## src/rtl/sram_1r1w_byp.sv

```systemverilog
// One-write/one-read SRAM with lane write masks, a zeroing init sweep after reset,
// and same-address collision flagging. Define SRAM_BYPASS_EN to forward write data on collisions.
module sram_1r1w_byp #(
  parameter int DATA_WIDTH  = 32,
  parameter int ADDR_WIDTH  = 5,
  parameter int WMASK_WIDTH = 8
) (
  input  logic                               clk,
  input  logic                               rst,
  input  logic                               csb0,
  input  logic [DATA_WIDTH/WMASK_WIDTH-1:0]  wmask0,
  input  logic [ADDR_WIDTH-1:0]              addr0,
  input  logic [DATA_WIDTH-1:0]              din0,
  input  logic                               csb1,
  input  logic [ADDR_WIDTH-1:0]              addr1,
  output logic [DATA_WIDTH-1:0]              dout1,
  output logic                               valid1,
  output logic                               collision1,
  output logic                               busy
);

  localparam int RAM_DEPTH  = 2 ** ADDR_WIDTH;
  localparam int NUM_WMASKS = DATA_WIDTH / WMASK_WIDTH;

  localparam logic ST_INIT = 1'b0;
  localparam logic ST_RUN  = 1'b1;

  logic                  state;
  logic [ADDR_WIDTH-1:0] sweep_cnt;
  logic [DATA_WIDTH-1:0] mem [RAM_DEPTH];

  logic                  wr_en;
  logic                  rd_en;
  logic                  same_addr;
  logic [DATA_WIDTH-1:0] wr_word;
  logic [DATA_WIDTH-1:0] rd_word;

  assign busy      = (state == ST_INIT);
  assign wr_en     = (state == ST_RUN) && !csb0;
  assign rd_en     = (state == ST_RUN) && !csb1;
  assign same_addr = wr_en && rd_en && (addr0 == addr1);

  // NOTE: every variable assigned in always_comb gets a default first so no latch is inferred.
  always_comb begin
    wr_word = mem[addr0];
    for (int i = 0; i < NUM_WMASKS; i++) begin
      if (wmask0[i]) begin
        wr_word[i*WMASK_WIDTH +: WMASK_WIDTH] = din0[i*WMASK_WIDTH +: WMASK_WIDTH];
      end
    end
  end

  // The read mux sees the merged word only when forwarding is built in.
  always_comb begin
    rd_word = mem[addr1];
`ifdef SRAM_BYPASS_EN
    if (same_addr) begin
      rd_word = wr_word;
    end
`endif
  end

  // NOTE: sequential state uses non-blocking assignments so every flop samples pre-edge values.
  always_ff @(posedge clk) begin
    if (rst) begin
      state      <= ST_INIT;
      sweep_cnt  <= '0;
      dout1      <= '0;
      valid1     <= 1'b0;
      collision1 <= 1'b0;
    end else begin
      valid1     <= rd_en;
      collision1 <= same_addr;
      if (rd_en) begin
        dout1 <= rd_word;
      end
      if (state == ST_INIT) begin
        sweep_cnt <= sweep_cnt + ADDR_WIDTH'(1);
        if (sweep_cnt == ADDR_WIDTH'(RAM_DEPTH - 1)) begin
          state <= ST_RUN;
        end
      end
    end
  end

  // NOTE: the array has no reset; its contents come only from the sweep, which keeps it mappable to RAM.
  always_ff @(posedge clk) begin
    if (!rst) begin
      if (state == ST_INIT) begin
        mem[sweep_cnt] <= '0;
      end else if (wr_en) begin
        mem[addr0] <= wr_word;
      end
    end
  end

endmodule

```

## config.mk

```make
export PLATFORM = sky130hd
export DESIGN_NAME = sram_1r1w_byp
export DESIGN_NICKNAME = d
export VERILOG_FILES = /design/src/rtl/sram_1r1w_byp.sv
export SDC_FILE = /design/constraint.sdc
export NUM_CORES = 1
export LEC_CHECK = 0
export BUFFER_PORTS_ARGS = -buffer_cell sky130_fd_sc_hd__buf_2
export CAP_MARGIN = 25
export CORE_UTILIZATION = 24
export DETAILED_ROUTE_END_ITERATION = 7
export PLACE_DENSITY = 0.36
export SLEW_MARGIN = 10
export SYNTH_ARGS = -nofsm -noshare
export SYNTH_HDL_FRONTEND = slang
export SYNTH_SLANG_ARGS = --single-unit
export TNS_END_PERCENT = 5
```

## constraint.sdc

```tcl
create_clock -name clk -period 6.17 [get_ports clk]
set_input_delay 0 -clock clk [delete_from_list [all_inputs] [get_ports clk]]
set_output_delay 0 -clock clk [all_outputs]
set_load 0.02 [all_outputs]
```

==> impl_results.md, run 1 <==
* WL final at 129,000 um
* H-tree depth at 3
* Max_cap viols at 0
* Clock skew at 0.0275 ns
* Worst vdd ir at 0.221 mV
* GPL Wtd Cong at 0.787
* Clk sinks at 1,064
* NumNets Final at 2,624
* Synth top area share at 72.7%
* RR Endpoint: mem[7][29]
* Largest net degree at the start of global routing at 129
* Sequential share of the synthesized area at 74.6%
* Final Cycle Share at 67.4%
* Synth top area cells: edfxtp_1 73%, mux2i_1 12%, a22oi_1 4.5%, dfxtp_1 1.9%, a21oi_1 1.6%
* DIE HEIGHT at 422 um
* HP Class: primary input to flop
* Final worst setup slack at 2.01 ns
* Top cells by count, synth: 1,024 x edfxtp_1, 516 x mux2i_1, 256 x a22oi_1
* Top-count cell post-synth: edfxtp_1
* Num CTS Buffers at 118
* Area growth, synth to finish at 16.9%
* Status: completed
* Design area at 49,400 sq um
* Final Hold Viols at 0
* Ys flop type: edfxtp_1
* R2r startpoint: state
* DR vias/cell at 4.45
* Hold Path Sink: mem[31][9]
* # DRC at 0
* Syn_nets at 2,533
* # IOs at 85
* Pwr per Cell Area at 318 nW/um^2
* Core area at 174,000 sq um
* Deepest clock path buffer count at 3
* First-pass GRT wire length at 179,000 um
* DRT iter0 DRCs at 2,020
* R2r setup slk at 2.01 ns
* Hold Crit Start: din0[9]
* Die area at 178,000 sq um
* Crit path time final at 4.16 ns
* Pre-CTS setup slack at 2.00 ns
* Peak fanout along the critical path at 23
* Starting density of the core at 24.2%
* Worst rel slew slack at 22.4%
* Vias in the first global route at 23,156
* Layout cells sized above 1 at 14.5%
* Achievable Freq at 241 MHz
* Root Driver: clkbuf_16
* Async S/R FF share, synth at 0%
* Final TNS setup at 0 ns
* EDFF count, synth at 1,024
* Synth Warn # at 0
* Post-synth top area cell: edfxtp_1
* Syn Inst Count at 2,481
* CTS tree: built
* Synth cell types at 36
* Initial antenna violation count at 11
* Antenna viol nets, final at 0
* PortBufs at 84
* HPWL after DPL at 81,000 um
* Syn Area/Cell at 17.0 sq um
* Via count at 22,276
* Final Max Tran Viols at 0
* Die Wd at 422 um
* Worst Tran Pin Value at 1.16 ns
* CTS resizes at 0
* Clk_lat worst skew at 0.73 ns
* Total Routing Usage GR at 14.2%
* Drt pass-1 iters at 7
* RSZ-0062 raised after global routing: false
* Pleak at 15.8 nW
* Worst Hold Depth at 3
* DP Area at 45,400 sq um
* Arrival @ worst endpoint at 4.52 ns
* Worst Reg-to-Reg Cells at 7
* Post-detailed-route wirelength per cell at 25.8 um
* Remaining Overflow, GRT at 0
* Final setup viols at 0
* Clk pin slew, worst setup/hold paths at 0.06 ns
* Mapped Area at 42,300 sq um
* CP required at 6.53 ns
* Startpoint types: flop
* Yosys reg bits at 1,064
* Critical path class: flop to flop
* FP Rows at 153
* CP Capture Type: flop
==> area by class of cell <==
cell class	count	area (sq um)
antenna	8	20.0
clock buffer	138	3090
clock inverter	78	882
fill	17255	125000
inverter	1	3.75
multi-input combinational	1263	10100
sequential	1064	31600
tap	2325	2910
timing repair buffer	124	888
==> power breakdown <==
part           total [W]  leakage [nW]  switching, W  internal (W)
logic           0.000606          4.92      0.000419      0.000187
clock network    0.00723          1.95       0.00289       0.00435
registers        0.00786          8.90     0.0000160       0.00785
total             0.0157          15.8       0.00332        0.0124
==> placed cells by master (no fill, tap or decap), types with 7 or more instances in the layout <==
cell and instances:
clkinv_1 17, bufinv_16 19, nand2_1 18, edfxtp_1 1024, diode_2 8, buf_4 23
mux2i_1 516, buf_12 10, dfxtp_1 40, nor3_1 10, clkbuf_16 121, a21oi_1 132
a211oi_2 32, or4_1 33, nor2_1 170, and2_2 30, clkbuf_1 17, clkinv_2 30
nor4_1 7, nand2b_1 8, buf_2 82, a22oi_1 256
==> per-stage QoR <==
stage | hold WS (ns) | util [%] | instances | power (W)
after floorplan | 0.0711 | - | 2481 | 0.00840
after global placement | 0.223 | 26.0 | 4766 | 0.00862
after detailed placement | 0.215 | 26.0 | 4771 | 0.00863
after CTS | 0.0258 | 28.3 | 4993 | 0.0159
after global routing | 0.0513 | 28.3 | 5000 | 0.0161
final | 0.0548 | 28.3 | 5001 | 0.0157
==> critical path, stage by stage, from the launching register on <==
cell and delay, ns:
dfxtp_1 0.72, or3b_1 0.48, nor2_4 0.31, buf_4 0.38, buf_4 0.36, nor3_1 0.14
a41oi_4 0.92, nor2_1 0.45
==> logic make-up after synthesis <==
family                   after synthesis  synth area share [%]
AO/OA/AOI/OAI                        436                  7.41
adder cells (fa/ha/maj)                2                0.0592
flip-flops                          1064                  74.6
XOR/XNOR                               8                 0.166
buffers and inverters                154                  2.09
multiplexers                         518                  12.3
AND/OR/NAND/NOR                      299                  3.38
==> flip-flops by register name (all words and copies together), names as in the netlist <==
signal / cells
collision1: 1
dout1: 32
mem: 1024
state: 1
sweep_cnt: 5
valid1: 1
==> worst max-delay path by stage <==
stage                   to  start  cells after the start  slack (ns)
6_report        mem[7][29]  state                      7        2.01
3_5_place_dp    mem[23][6]  state                      7        2.00
2_1_floorplan    mem[0][0]  state                      6        3.78
3_3_place_gp    mem[23][5]  state                      7        1.45
5_1_grt        mem[25][20]  state                      5        1.85
4_1_cts         mem[23][2]  state                      7        1.98
==> per-layer routing <==
metal / wire [um] / global-route usage [%] / vias up
met1: 57200 / 18.8 / 11388
li1: - / - / 10063
met4: 4120 / 4.86 / 2
met3: 5700 / 2.41 / 201
met5: 13 / 0 / -
met2: 62100 / 23.5 / 622
==> repair_timing <==
action,CTS,global route
hold buffers,6,0
hold endpoints to repair,40,0
buffers inserted,0,0
Note: power is estimated with default switching activity, not from simulation.
==> run 2, diff against run 1 <==
--- a/config.mk
+++ b/config.mk
@@ -5,6 +5,7 @@
 export SDC_FILE = /design/constraint.sdc
 export NUM_CORES = 1
 export LEC_CHECK = 0
+export ABC_AREA = 1
 export BUFFER_PORTS_ARGS = -buffer_cell sky130_fd_sc_hd__buf_2
 export CAP_MARGIN = 25
 export CORE_UTILIZATION = 24
==> constraint.sdc (replaced) <==
create_clock -name clk -period 4 [get_ports clk]
set_input_delay 0 -clock clk [delete_from_list [all_inputs] [get_ports clk]]
set_output_delay 0 -clock clk [all_outputs]
set_load 0.02 [all_outputs]
==> run 2 against run 1 <==
  * Final area rose by 5.0%
  * Sequential cell count is the same
  * Global-route usage grew 1.1 points
  * Worst setup slack worse by 1.2 ns
  * Highest routed layer is now met4
  * Clock power increased by 52%
  * Critical path depth is 2 higher
  * Synthesized cell count increased by 54%
  * Largest power group unchanged
  * Utilization is 0.31 points higher
  * Routed wire length rose by 11%
  * Critical endpoint is now mem[24][11]
==> impl_results.md, run 2 <==
* Max stage delay on crit path at 0.60 ns (-0.32 ns)
* Synth cell types at 34 (-5.6%)
* Biggest register: mem
* NumNets Final at 4,001 (+52%)
* Synth top area cells: edfxtp_1 70%, nand2_1 11%, nand3_1 9.6%, clkbuf_1 1.9%, dfxtp_1 1.8%
* Critical path class: flop to flop
* Layout cells sized above 1 at 13.3% (-1.3 points)
* PortBufs at 84 (unchanged)
* Power, Total at 0.0247 W (+57%)
* Sequential power share at 49.2% (-0.9 points)
* Post-detailed-route wirelength per cell at 22.2 um (-14%)
* Yosys reg bits at 1,064 (unchanged)
* Clk pin slew, worst setup/hold paths at 0.06 ns (about the same)
* Antenna viol nets, final at 0 (unchanged)
* DR vias/cell at 4.45 (about the same)
* Remaining Overflow, GRT at 0 (unchanged)
* Total Routing Usage GR at 15.3% (+1.1 points)
* Synth top area share at 70.1% (-2.6 points)
* Largest net degree at the start of global routing at 150 (+16%)
* Clock power frac at 44.8% (-1.3 points)
* CP top delay family: simple AND/OR/NAND/NOR gates
* Top Layer Used: met4
* Startpoint types: flop
* Sw Share at 23.3% (+2.2 points)
* # DRC at 0 (unchanged)
* Drt pass-1 iters at 7 (unchanged)
* First-pass GRT wire length at 207,000 um (+16%)
* Top flop regs: mem: 1024 flops, dout1: 32 flops, sweep_cnt: 5 flops
* DR WL met2 at 71,200 um (+15%)
* Final Cycle Share at 79.9% (+12 points)
* Main combinational cell family by area after synthesis: simple AND/OR/NAND/NOR gates
* Starting density of the core at 24.2% (-0.026 points)
* Synth Area in XOR/XNOR at 0.0200% (-0.15 points)
* Ys flop type: edfxtp_1
* Worst hold slack at 0.0949 ns (+0.0401 ns)
* WL final at 143,000 um (+11%)
* Combinational share of power at 6.1% (+2.2 points)
* Syn Inst Count at 3,822 (+54%)
* Via count at 28,600 (+28%)
* Met3 wire length at 5210 um (-8.6%)
* Clock skew at 0.0214 ns (-0.00617 ns)
* Crit path time final at 3.19 ns (-0.963 ns)
* Critical-path cell list: inv_4 -> nor3_4 -> o21ai_2 -> nand2_4 -> nand2_1 -> nand2_1 -> nand3_2 -> nor3_1 -> buf_4
* CP Capture Type: flop
* Mapped Area at 43,900 sq um (+3.8%)
* Worst rel slew slack at 30.5% (+8.1 points)
* Clk sinks at 1,064 (unchanged)
* Syn_nets at 3,874 (+53%)
* Die area at 184,000 sq um (+3.7%)
* DIE HEIGHT at 430 um (+1.8%)
* Sequential share of the synthesized area at 71.9% (-2.7 points)
* Die Wd at 430 um (+1.8%)
* DRT iter0 DRCs at 1,913 (-5.3%)
* CP required at 4.44 ns (-2.09 ns)
* Final setup viols at 0 (unchanged)
* CTS tree: built
* Internal power at 0.0189 W (+53%)
* Final Max Tran Viols at 0 (unchanged)
* Vias in the first global route at 29,259 (+26%)
* Top-count cell post-synth: nand2_1
* Compound-Gate Fraction of Synth Area at 1.08% (-6.3 points)
* Pwr per Cell Area at 475 nW/um^2 (+50%)
* H-tree depth at 3 (unchanged)
* HP Class: primary input to flop
* Simple-gate portion of the synthesized area at 23.9% (+21 points)
* Num CTS Buffers at 120 (+1.7%)
* Core area at 181,000 sq um (+3.9%)
* FP Rows at 156 (+2.0%)
* Status: completed
* Post-synthesis mux area share at 0% (-12 points)
* Area growth, synth to finish at 18.3%
* Top cell by count, worst path: nand2_1
* Arrival @ worst endpoint at 3.64 ns (-0.88 ns)
* Max_cap viols at 0 (unchanged)
* Synth Area in Adders at 0.0570% (-0.0021 points)
* Worst vdd ir at 0.324 mV (+47%)
* Slowest cell on the critical path: nand3_2
* Clk_lat worst skew at 0.74 ns (about the same)
* Deepest clock path buffer count at 3 (unchanged)
* Final Hold Viols at 0 (unchanged)
* Post-synth top area cell: edfxtp_1
* Async S/R FF share, synth at 0% (unchanged)
* GPL Wtd Cong at 0.743 (-5.5%)
* Root Driver: clkbuf_16
* Synth Warn # at 0 (unchanged)
* Final TNS setup at 0 ns (unchanged)
* Syn Area/Cell at 11.5 sq um (-33%)
* HPWL after DPL at 82,500 um (+1.8%)
* Flip-flop count of the largest register after layout at 1,024 (unchanged)
* Commonest non-fill, non-tap cells in the layout: 1,323 x nand2_1, 1,024 x edfxtp_1, 839 x nand3_1
* Top cells by count, synth: 1,323 x nand2_1, 1,024 x edfxtp_1, 839 x nand3_1
* EDFF count, synth at 1,024 (unchanged)
* Levels on crit path at 9 (+2)
* Worst Hold Depth at 5 (+2)
* Initial antenna violation count at 2 (-9)
* RSZ-0062 raised after global routing: false
* Number of buffers and inverters on the critical path at 2 (unchanged)
* Pleak at 18.4 nW (+16%)
* Peak fanout along the critical path at 17 (-26%)
* Switching Power at 0.00576 W (+73%)
* # IOs at 85 (unchanged)
* Worst Reg-to-Reg Cells at 9 (+2)
* Met1 wire length at 63,200 um (+11%)
* Most common cell after layout, fill and taps aside: nand2_1
* Worst Tran Pin Value at 1.04 ns (-0.118 ns)
* Achievable Freq at 313 MHz (+30%)
[run 2: cell count changes in the layout (fill, tap and decap cells not counted), sizes merged, moves of 124 or more]
cell | before | now
nand3 | 0 | 843
nor3 | 10 | 134
nand2 | 19 | 1331
a22oi | 256 | 0
nor2 | 173 | 40
mux2i | 516 | 0
[run 2: cells by family after synthesis]
family	Yosys count
xor gates and xnor gates	1
adders and majority gates	2
DFF	1064
buffers and inverters	317
and+or+nand+nor	2352
AOI/OAI and AO/OA	86
[run 2: path summary, 6_finish.rpt]
check,startpoint,endpoint,slack (ns)
setup / recovery,state,mem[24][11],0.81
setup reg to reg,state,mem[24][11],0.81
hold reg to reg,dout1[17],dout1[17],0.54
hold / removal,addr1[4],dout1[12],0.09
[run 2: area by class of cell]
class / instances / area (sq um)
Fill cell: 18659 / 129000
Sequential cell: 1064 / 31600
Multi-Input combinational cell: 2441 / 11100
Clock buffer: 144 / 3140
Tap cell: 2370 / 2970
Timing Repair Buffer: 272 / 2140
Clock inverter: 80 / 763
Inverter: 50 / 210
Antenna cell: 1 / 2.50
[run 2: per-layer routing]
| metal | track usage, % | vias to the layer above |
|---|---|---|
| met2 | 26.5 | 549 |
| met4 | 4.29 | 0 |
| li1 | - | 13687 |
| met1 | 20.0 | 14214 |
| met3 | 1.81 | 150 |
| met5 | 0 | - |
[run 2: timing repair]
action                                  in CTS  in global routing
hold buffers                                35                  0
endpoints found under the setup margin       0                  0
buffers inserted                             0                  0
endpoints found under the hold margin      950                  0
resized for setup                            0                  0
[run 2: power groups by stage]
stage | Clock (W) | Sequential [W] | Combinational (W)
2_1_floorplan | 0 | 0.0124 | 0.000883
3_3_place_gp | 0 | 0.0124 | 0.00151
3_5_place_dp | 0 | 0.0124 | 0.00151
4_1_cts | 0.0114 | 0.0121 | 0.00154
5_1_grt | 0.0118 | 0.0121 | 0.00165
6_report | 0.0110 | 0.0121 | 0.00149
[run 2: worst register-to-register path, stage by stage, from the launching register on]
cell and delay [ns]:
dfxtp_1 0.50, inv_4 0.11, nor3_4 0.21, o21ai_2 0.16, nand2_4 0.23, nand2_1 0.08
nand2_1 0.16, nand3_2 0.60, nor3_1 0.61, buf_4 0.24
[run 2: per-stage QoR]
step           std cells  util [%]  worst slack (ns)  area (sq um)
2_1_floorplan       3822         -              1.40         43900
3_3_place_gp        6161      26.3             0.866         47600
3_5_place_dp        6162      26.3             0.800         47600
4_1_cts             6421      28.6             0.773         51900
5_1_grt             6421      28.6             0.571         51900
6_report            6422      28.6             0.805         51900
